===== src/rtl/spi_target.sv =====
// SPI mode-3 target: decodes 40-bit {wr, addr, data} frames into a local register file and
// answers each frame with {status, word selected by the previous frame}.
`timescale 1ns/1ps
module spi_target #(
    parameter int NUM_REGS   = 8,
    parameter int FRAME_BITS = 40
) (
    input  logic                     clk_in,
    input  logic                     reset_in,
    input  logic                     sck_in,
    input  logic                     cs_n_in,
    input  logic                     serial_in,
    output logic                     serial_out,
    output logic                     serial_oe,
    input  logic [7:0]               status_in,
    output logic                     frame_valid,
    output logic                     frame_write,
    output logic [6:0]               frame_addr,
    output logic [31:0]              frame_data,
    output logic                     frame_error,
    output logic [NUM_REGS*32-1:0]   regs_out
);

    localparam int         IDX_W      = (NUM_REGS > 1) ? $clog2(NUM_REGS) : 1;
    localparam logic [7:0] NUM_REGS_W = 8'(NUM_REGS);
    localparam logic [5:0] FULL_CNT   = 6'(FRAME_BITS);
    localparam logic [5:0] SAT_CNT    = 6'(FRAME_BITS + 1);

    typedef enum logic [1:0] {IDLE, SHIFT, COMMIT} state_t;
    state_t state_reg, state_next;

    // Sync chains reset to the bus idle levels so releasing reset never fakes an edge.
    logic [1:0] sck_sync_reg, cs_sync_reg, mosi_sync_reg;
    logic       sck_d_reg, cs_d_reg;

    logic [FRAME_BITS-1:0] tx_shift_reg, rx_shift_reg;
    logic [5:0]            bit_cnt_reg;
    logic                  skip_fall_reg;
    logic [31:0]           pending_reg;
    logic [31:0]           reg_file_reg [NUM_REGS];
    logic                  serial_out_reg, serial_oe_reg;
    logic                  frame_valid_reg, frame_write_reg, frame_error_reg;
    logic [6:0]            frame_addr_reg;
    logic [31:0]           frame_data_reg;

    logic sck_rise, sck_fall, cs_rise, cs_fall, mosi;
    logic start, rx_step, fall_seen, finish, abort, commit;
    logic             rx_write, addr_ok;
    logic [6:0]       rx_addr;
    logic [31:0]      rx_data;
    logic [IDX_W-1:0] addr_idx;

    always_ff @(posedge clk_in) begin
        if (reset_in) begin
            sck_sync_reg  <= 2'b11;
            cs_sync_reg   <= 2'b11;
            mosi_sync_reg <= 2'b00;
            sck_d_reg     <= 1'b1;
            cs_d_reg      <= 1'b1;
        end else begin
            sck_sync_reg  <= {sck_sync_reg[0], sck_in};
            cs_sync_reg   <= {cs_sync_reg[0], cs_n_in};
            mosi_sync_reg <= {mosi_sync_reg[0], serial_in};
            sck_d_reg     <= sck_sync_reg[1];
            cs_d_reg      <= cs_sync_reg[1];
        end
    end

    assign sck_rise = sck_sync_reg[1] & ~sck_d_reg;
    assign sck_fall = ~sck_sync_reg[1] & sck_d_reg;
    assign cs_rise  = cs_sync_reg[1] & ~cs_d_reg;
    assign cs_fall  = ~cs_sync_reg[1] & cs_d_reg;
    assign mosi     = mosi_sync_reg[1];

    always_ff @(posedge clk_in) begin
        if (reset_in) state_reg <= IDLE;
        else          state_reg <= state_next;
    end

    // SCK edges are only acted on in SHIFT, so a CS edge always takes priority.
    always_comb begin
        state_next = state_reg;
        start      = 1'b0;
        rx_step    = 1'b0;
        fall_seen  = 1'b0;
        finish     = 1'b0;
        abort      = 1'b0;
        commit     = 1'b0;
        case (state_reg)
            IDLE: begin
                if (cs_fall) begin
                    start      = 1'b1;
                    state_next = SHIFT;
                end
            end
            SHIFT: begin
                if (cs_rise) begin
                    finish = 1'b1;
                    if (bit_cnt_reg == FULL_CNT) begin
                        state_next = COMMIT;
                    end else begin
                        abort      = 1'b1;
                        state_next = IDLE;
                    end
                end else begin
                    rx_step   = sck_rise;
                    fall_seen = sck_fall;
                end
            end
            COMMIT: begin
                commit     = 1'b1;
                state_next = IDLE;
            end
            default: state_next = IDLE;
        endcase
    end

    assign rx_write = rx_shift_reg[FRAME_BITS-1];
    assign rx_addr  = rx_shift_reg[FRAME_BITS-2 -: 7];
    assign rx_data  = rx_shift_reg[31:0];
    assign addr_ok  = {1'b0, rx_addr} < NUM_REGS_W;
    assign addr_idx = rx_addr[IDX_W-1:0];

    always_ff @(posedge clk_in) begin
        if (reset_in) begin
            tx_shift_reg    <= '0;
            rx_shift_reg    <= '0;
            bit_cnt_reg     <= '0;
            skip_fall_reg   <= 1'b0;
            pending_reg     <= '0;
            serial_out_reg  <= 1'b0;
            serial_oe_reg   <= 1'b0;
            frame_valid_reg <= 1'b0;
            frame_write_reg <= 1'b0;
            frame_error_reg <= 1'b0;
            frame_addr_reg  <= '0;
            frame_data_reg  <= '0;
            for (int k = 0; k < NUM_REGS; k++) reg_file_reg[k] <= '0;
        end else begin
            frame_valid_reg <= 1'b0;
            frame_error_reg <= 1'b0;
            if (start) begin
                tx_shift_reg   <= {status_in, pending_reg};
                serial_out_reg <= status_in[7];
                serial_oe_reg  <= 1'b1;
                bit_cnt_reg    <= '0;
                skip_fall_reg  <= 1'b1;
            end
            if (rx_step) begin
                if (bit_cnt_reg < FULL_CNT) rx_shift_reg <= {rx_shift_reg[FRAME_BITS-2:0], mosi};
                if (bit_cnt_reg != SAT_CNT) bit_cnt_reg <= bit_cnt_reg + 6'd1;
            end
            // The MSB is already on the wire from CS fall, so the first SCK fall is skipped.
            if (fall_seen) begin
                if (skip_fall_reg) begin
                    skip_fall_reg <= 1'b0;
                end else begin
                    tx_shift_reg   <= {tx_shift_reg[FRAME_BITS-2:0], 1'b0};
                    serial_out_reg <= tx_shift_reg[FRAME_BITS-2];
                end
            end
            if (finish) begin
                serial_oe_reg  <= 1'b0;
                serial_out_reg <= 1'b0;
            end
            if (abort) frame_error_reg <= 1'b1;
            if (commit) begin
                frame_valid_reg <= 1'b1;
                frame_write_reg <= rx_write;
                frame_addr_reg  <= rx_addr;
                frame_data_reg  <= rx_data;
                if (rx_write && addr_ok) reg_file_reg[addr_idx] <= rx_data;
                if (!addr_ok)      pending_reg <= '0;
                else if (rx_write) pending_reg <= rx_data;
                else               pending_reg <= reg_file_reg[addr_idx];
            end
        end
    end

    generate
        for (genvar gi = 0; gi < NUM_REGS; gi++) begin : g_regs_out
            assign regs_out[gi*32 +: 32] = reg_file_reg[gi];
        end
    endgenerate

    assign serial_out  = serial_out_reg;
    assign serial_oe   = serial_oe_reg;
    assign frame_valid = frame_valid_reg;
    assign frame_write = frame_write_reg;
    assign frame_addr  = frame_addr_reg;
    assign frame_data  = frame_data_reg;
    assign frame_error = frame_error_reg;

endmodule


===== config.mk =====
export PLATFORM = sky130hd
export DESIGN_NAME = spi_target
export DESIGN_NICKNAME = d
export VERILOG_FILES = /design/src/rtl/spi_target.sv
export SDC_FILE = /design/constraint.sdc
export NUM_CORES = 1
export LEC_CHECK = 0
export CAP_MARGIN = 10
export CORE_MARGIN = 3
export CORE_UTILIZATION = 48
export DETAILED_ROUTE_END_ITERATION = 10
export HOLD_SLACK_MARGIN = 0.03
export PLACE_DENSITY = 0.76
export SYNTH_ARGS = -nofsm -noshare
export SYNTH_HDL_FRONTEND = slang
export SYNTH_SLANG_ARGS = --single-unit

===== constraint.sdc =====
create_clock -name clk_in -period 2.1 [get_ports clk_in]
set_input_delay 0.315 -clock clk_in [delete_from_list [all_inputs] [get_ports clk_in]]
set_output_delay 0.315 -clock clk_in [all_outputs]
set_load 0.02 [all_outputs]

==> results of run 1 <==
-- metrics by stage --
stage	TNS (ps)	cell area, um^2	power (mW)	util (%)	cells
finish	0	24200	18.6	64.1	2523
detailed placement	0	22600	10.5	60.0	2439
global route	-1620	24200	19.1	64.1	2523
CTS	0	24200	18.7	64.1	2523
global placement	0	22600	10.5	60.0	2439
floorplan	0	18500	9.88	-	1692
-- worst max-delay path: stages (launching register included) --
cell and delay (ps):
dfxtp_1 440, nor4bb_2 270, buf_4 170, nand3b_1 80, buf_4 180, nor2_4 150, or2_2 200, buf_12 200
-- what timing repair did --
action	CTS	global route
setup buffers	0	0
setup endpoints to repair	0	94
resized for setup	0	3
hold buffers	0	0
-- synth_stat cells (2+ instances only) --
cell type | n | share of area [%]
nand4_1 | 2 | 0.068
inv_1 | 4 | 0.081
or2_2 | 15 | 0.51
nand3_1 | 9 | 0.24
a221oi_1 | 32 | 1.5
nor3_1 | 2 | 0.054
nand3b_1 | 2 | 0.081
dfxtp_1 | 175 | 19
nor2_1 | 83 | 1.7
o21ai_0 | 35 | 0.95
ha_1 | 3 | 0.20
edfxtp_1 | 256 | 42
a311oi_1 | 38 | 1.8
nand2b_1 | 8 | 0.27
mux2i_1 | 98 | 5.3
nand2_1 | 305 | 6.2
and2_1 | 259 | 8.8
nor2b_1 | 9 | 0.30
buf_1 | 4 | 0.081
a21oi_1 | 84 | 2.3
nor4b_1 | 32 | 1.5
mux2_2 | 33 | 2.0
o22ai_1 | 32 | 1.1
nor3_2 | 2 | 0.11
buf_2 | 29 | 0.79
clkbuf_1 | 120 | 2.4
nor4_1 | 2 | 0.068
-- logic make-up after synthesis --
| family | after synthesis | share of synthesized area, % |
|---|---|---|
| adders and majority gates | 4 | 0.257 |
| and+or+nand+nor | 739 | 20.4 |
| AOI/OAI and AO/OA | 229 | 8.02 |
| muxes | 131 | 7.32 |
| buffers and inverters | 158 | 3.43 |
| DFF | 431 | 60.6 |
-- worst max path at each step --
stage | cells after the start | startpoint | slack, ps | endpoint
floorplan | 5 | reset_in | 20 | reg_file_reg[3][0]
global placement | 8 | reset_in | 120 | reg_file_reg[1][14]
detailed placement | 8 | reset_in | 130 | reg_file_reg[0][13]
CTS | 7 | state_reg[1] | 90 | reg_file_reg[1][24]
global route | 7 | state_reg[1] | -40 | reg_file_reg[1][26]
finish | 7 | state_reg[1] | 90 | reg_file_reg[4][23]
-- power groups by stage --
stage	sequential, mW	clock, mW	combinational [mW]
2_1_floorplan	9.62	0	0.256
3_3_place_gp	9.44	0	1.06
3_5_place_dp	9.44	0	1.07
4_1_cts	9.27	8.34	1.08
5_1_grt	9.28	8.67	1.13
6_report	9.27	8.26	1.08
-- layout make-up --
type	instances	area, um^2	share of cell area [%]
clock buffer	61	1320	5.47
clock inverter	23	221	0.915
inverter	4	15.0	0.0621
multi-input combinational	1103	6740	27.9
sequential	431	11200	46.3
tap	511	639	2.64
timing repair buffer	390	4060	16.8
-- layer usage --
metal,track usage (%),share of wire (%),up-vias
met4,12.5,4.6,0
met5,0,0,-
met3,6.89,8.8,151
met2,45.7,48,682
li1,-,-,6483
met1,34.3,39,7009
==> impl_results.md, run 1 <==
- Lkg Pwr: 8.23 nW
- Routability Congestion: 0.846
- Die H: 202 um
- Post-DP HPWL: 38,900 um
- Diode count: 0
- Hold Slack: 331 ps
- Setup crit end kind: flop
- Clock sinks: 431
- H-tree Lvls: 2
- Std cell rows: 71
- PortBufs: 312
- Largest net degree at the start of global routing: 133
- Max Root-Sink Buffers: 3
- Syn Inst Count: 1,692
- CTS tree: done
- Post-synth EDFFs: 256
- Hold Path Class: in2reg
- Max-slew violations: 0
- Drt via density: 5.68
- Initial antenna violation count: 0
- Number of iterations in the first detailed-routing pass: 5
- Post-synthesis async set-or-reset flop share: 0%
- Clk root buf: clkbuf_16
- Iteration-0 DRC count of the detailed router: 1,195
- Commonest cells after routing, fill and taps aside: clkdlybuf4s50_1, nand2_1, and2_1
- Mean Syn Cell Area: 10.9 um^2
- Cell Pwr Density: 769 mW/mm^2
- Starting Density: 48.9%
- Kind of critical path: reg2reg
- Vias in the first global route: 14.4k
- Cell-internal power: 14.5 mW
- P&R area growth vs syn: 31.0%
- Net Count, Synth: 1,708
- Share of layout cells above drive strength 1: 10.7%
- Via Count: 14.3k
- Synthesized area: 0.0185 mm^2
- Max reg flops: 256
- Die W: 202 um
- Slew @ Worst Pin: 750 ps
- CP Max Fanout: 17
- Sw frac: 22.0%
- Nets@finish: 1,991
- Gr ovfl total: 0
- Outcome: complete, no violations
- Clk_lat worst skew: 550 ps
- Worst path required time: 2350 ps
- CTS buffer count: 45
- Max-cap violation count: 0
- Hold Crit Start: sck_in
- Global Route Usage Sum: 27.6%
- Clock power frac: 44.4%
- Max VDD drop: 0.761 mV
- Max Clk Rate: 0.497 GHz
- Ys flop type: edfxtp_1
- Syn. warnings: 0
- Antenna Nets Post-Route: 0
- Crit path arrival time: 2260 ps
- IO Pins: 313
- Tmin final: 2010 ps
- Setup WS pre-CTS: 131 ps
- Die ar.: 0.0409 mm^2
- Hold Path Cell Cnt: 2
- Final hold violations: 0
- Residual DRC count: 0
- Part of the power in registers: 49.8%
- Crit path launch type: flop
- WL/cell: 23.0 um
- Fin crit share: 95.8%
- Worst R2R Path Depth: 7
- R2r startpoint: state_reg[1]
- Final setup viols: 0
- Worst-path clk slew: 60 ps
- Synth cell types: 46
- Sw power: 4.10 mW
- Post-Route WL: 57,900 um
- Slew HR: 50.0%
- Fillers: 2,945
- WHS Endpoint: sck_sync_reg[0]
- Commonest non-fill, non-tap cell in the layout: clkdlybuf4s50_1
- Sequential share of the synthesized area: 60.6%
- Share of power burned in combinational logic: 5.8%
- Synth Register Bits: 431
- R2r setup slk: 90 ps
- Clk_skew: 9.42 ps
- First-pass GRT wire length: 87,300 um
- Setup ws final: 89.0 ps
- Core footprint: 0.0378 mm^2
- Reg2reg end: reg_file_reg[4][23]
Power figures use the tool's default switching activity.
==> inputs of run 2 (changes only) <==
CORE_MARGIN = unset   (was 3)
==> impl_results.md, run 2 (synthesis results as in run 1) <==
- Clock sinks: 431 (unchanged)
- Max-slew violations: 0 (unchanged)
- Diode count: 0 (unchanged)
- Cell family with most CP delay: simple AND/OR/NAND/NOR gates (unchanged)
- Vias in the first global route: 14.2k (was 14.4k)
- Residual DRC count: 0 (unchanged)
- Initial antenna violation count: 0 (unchanged)
- Clk_skew: 21.0 ps (was 9.42 ps)
- Worst path required time: 2360 ps (was 2350 ps)
- Buffers & Inverters on Critical Path: 3 (unchanged)
- Setup WS pre-CTS: -55.3 ps (was 131 ps)
- Commonest non-fill, non-tap cell in the layout: clkdlybuf4s50_1 (unchanged)
- Lkg Pwr: 8.24 nW (was 8.23 nW)
- Post-CTS Setup Bufs: 0 (unchanged)
- Gr ovfl total: 0 (unchanged)
- Slew HR: 38.0% (was 50.0%)
- Setup crit end kind: flop (unchanged)
- Worst-path clk slew: 60 ps (about the same)
- Die ar.: 0.0393 mm^2 (was 0.0409 mm^2)
- Kind of critical path: reg2reg (unchanged)
- Max-cap violation count: 0 (unchanged)
- Hold Path Class: in2reg (unchanged)
- Tmin final: 2020 ps (was 2010 ps)
- Storage cell area: 0.0112 mm^2 (unchanged)
- Clk root buf: clkbuf_16 (unchanged)
- Max reg flops: 256 (unchanged)
- Outcome: complete, no violations (unchanged)
- Cell Pwr Density: 778 mW/mm^2 (was 769 mW/mm^2)
- Sw power: 4.13 mW (was 4.10 mW)
- CP Max Fanout: 19 (was 17)
- Largest net degree at the start of global routing: 181 (was 133)
- Crit-path slowest cell: dfxtp_1 (unchanged)
- Die W: 198 um (was 202 um)
- P&R area growth vs syn: 31.3% (was 31.0%)
- Core footprint: 0.0378 mm^2 (unchanged)
- Final hold violations: 0 (unchanged)
- Crit path arrival time: 2280 ps (was 2260 ps)
- Post-DP HPWL: 37,200 um (was 38,900 um)
- CTS buffer count: 45 (unchanged)
- PortBufs: 312 (unchanged)
- Global Route Usage Sum: 28.8% (was 27.6%)
- Share of power burned in combinational logic: 5.6% (was 5.8%)
- Worst path most repeated cell: buf_4 (unchanged)
- First-pass GRT wire length: 84,300 um (was 87,300 um)
- Iteration-0 DRC count of the detailed router: 1,345 (was 1,195)
- CTS tree: done (unchanged)
- Clk_lat worst skew: 570 ps (was 550 ps)
- Post-CTS Hold Buffers: 0 (unchanged)
- Antenna Nets Post-Route: 0 (unchanged)
- Commonest cells after routing, fill and taps aside: clkdlybuf4s50_1, nand2_1, and2_1 (unchanged)
- Fin cells: 2,518 (was 2,523)
- R2r setup slk: 80 ps (was 90 ps)
- Nets@finish: 1,987 (was 1,991)
- Die H: 198 um (was 202 um)
- Slew @ Worst Pin: 931 ps (was 750 ps)
- Starting Density: 48.9% (unchanged)
- Final Util: 64.2% (was 64.1%)
- CP peak stage delay: 390 ps (was 440 ps)
- Fillers: 2,907 (was 2,945)
- Cell-internal power: 14.7 mW (was 14.5 mW)
- Crit path launch type: flop (unchanged)
- WL/cell: 22.4 um (was 23.0 um)
- Number of iterations in the first detailed-routing pass: 6 (was 5)
- Clock power frac: 45.3% (was 44.4%)
- Part of the power in registers: 49.1% (was 49.8%)
- IO Pins: 313 (unchanged)
- Final setup viols: 0 (unchanged)
- Fin crit share: 96.4% (was 95.8%)
- Sw frac: 21.9% (was 22.0%)
- Routability Congestion: 0.856 (was 0.846)
- Share of layout cells above drive strength 1: 10.9% (was 10.7%)
- Max VDD drop: 0.661 mV (was 0.761 mV)
- Drt via density: 5.69 (was 5.68)
- Placed Cells: 2,435 (was 2,439)
- Std cell rows: 71 (unchanged)
- Setup ws final: 75.6 ps (was 89.0 ps)
- Via Count: 14.3k (about the same)
- Post-Route WL: 56,400 um (was 57,900 um)
- Post-DP Area: 0.0226 mm^2 (about the same)
- RSZ-0062 raised after global routing: no
- Max Root-Sink Buffers: 3 (unchanged)
- Fin area: 0.0243 mm^2 (was 0.0242 mm^2)
- Max Clk Rate: 0.494 GHz (was 0.497 GHz)
- Multi-input logic area: 0.00675 mm^2 (was 0.00674 mm^2)
- H-tree Lvls: 2 (unchanged)
- Cell Chain, Critical Path: nor4bb_4 > buf_4 > nand3_1 > buf_4 > nor2_4 > or2_2 > buf_12 (was nor4bb_2 > buf_4 > nand3b_1 > buf_4 > nor2_4 > or2_2 > buf_12)
run 2: area by class of cell:
cell class	count	area share, %
clock buffer	61	5.45
clock inverter	22	1.15
inverter	4	0.0619
multi-input combinational	1103	27.8
sequential	431	46.2
tap	511	2.64
timing repair buffer	386	16.7
run 2: final timing paths:
path / cells past startpoint / startpoint / endpoint
worst max register to register: 7 / state_reg[0] / reg_file_reg[7][15]
worst min register to register: 1 / sck_sync_reg[0] / sck_sync_reg[1]
worst max-delay path: 7 / state_reg[0] / reg_file_reg[7][15]
worst min-delay path: 2 / serial_in / mosi_sync_reg[0]
run 2: layer usage:
metal | routed length, um | vias up | track usage, %
li1 | - | 6460 | -
met4 | 2400 | 0 | 13.4
met3 | 5190 | 137 | 5.43
met5 | 0 | - | 0
met2 | 27000 | 742 | 47.3
met1 | 21900 | 6982 | 36.7
run 2: repair_timing:
item	in CTS	in global routing
endpoints found under the setup margin	239	24
pin swaps	0	1
cloned	0	0
gates resized for setup	2	0
hold endpoints to repair	0	0
run 2: stage by stage:
stage          TNS (ps)  power, mW  hold slack, ps
6_report              0       18.9             300
4_1_cts               0       18.9             279
5_1_grt               0       19.3             314
3_3_place_gp       -774       10.5             398
2_1_floorplan         0       9.88             389
3_5_place_dp      -3510       10.5             398
run 2: worst reg2reg max path, cell delays in order, from the launching register on:
cell	delay, ps
dfxtp_1	390
nor4bb_4	330
buf_4	170
nand3_1	70
buf_4	190
nor2_4	140
or2_2	200
buf_12	200
run 2: power by group through the flow:
| stage | clock [mW] | combinational [mW] | sequential (mW) |
|---|---|---|---|
| global route | 8.91 | 1.11 | 9.28 |
| floorplan | 0 | 0.256 | 9.62 |
| global placement | 0 | 1.04 | 9.44 |
| CTS | 8.59 | 1.06 | 9.27 |
| finish | 8.54 | 1.06 | 9.27 |
| detailed placement | 0 | 1.06 | 9.44 |
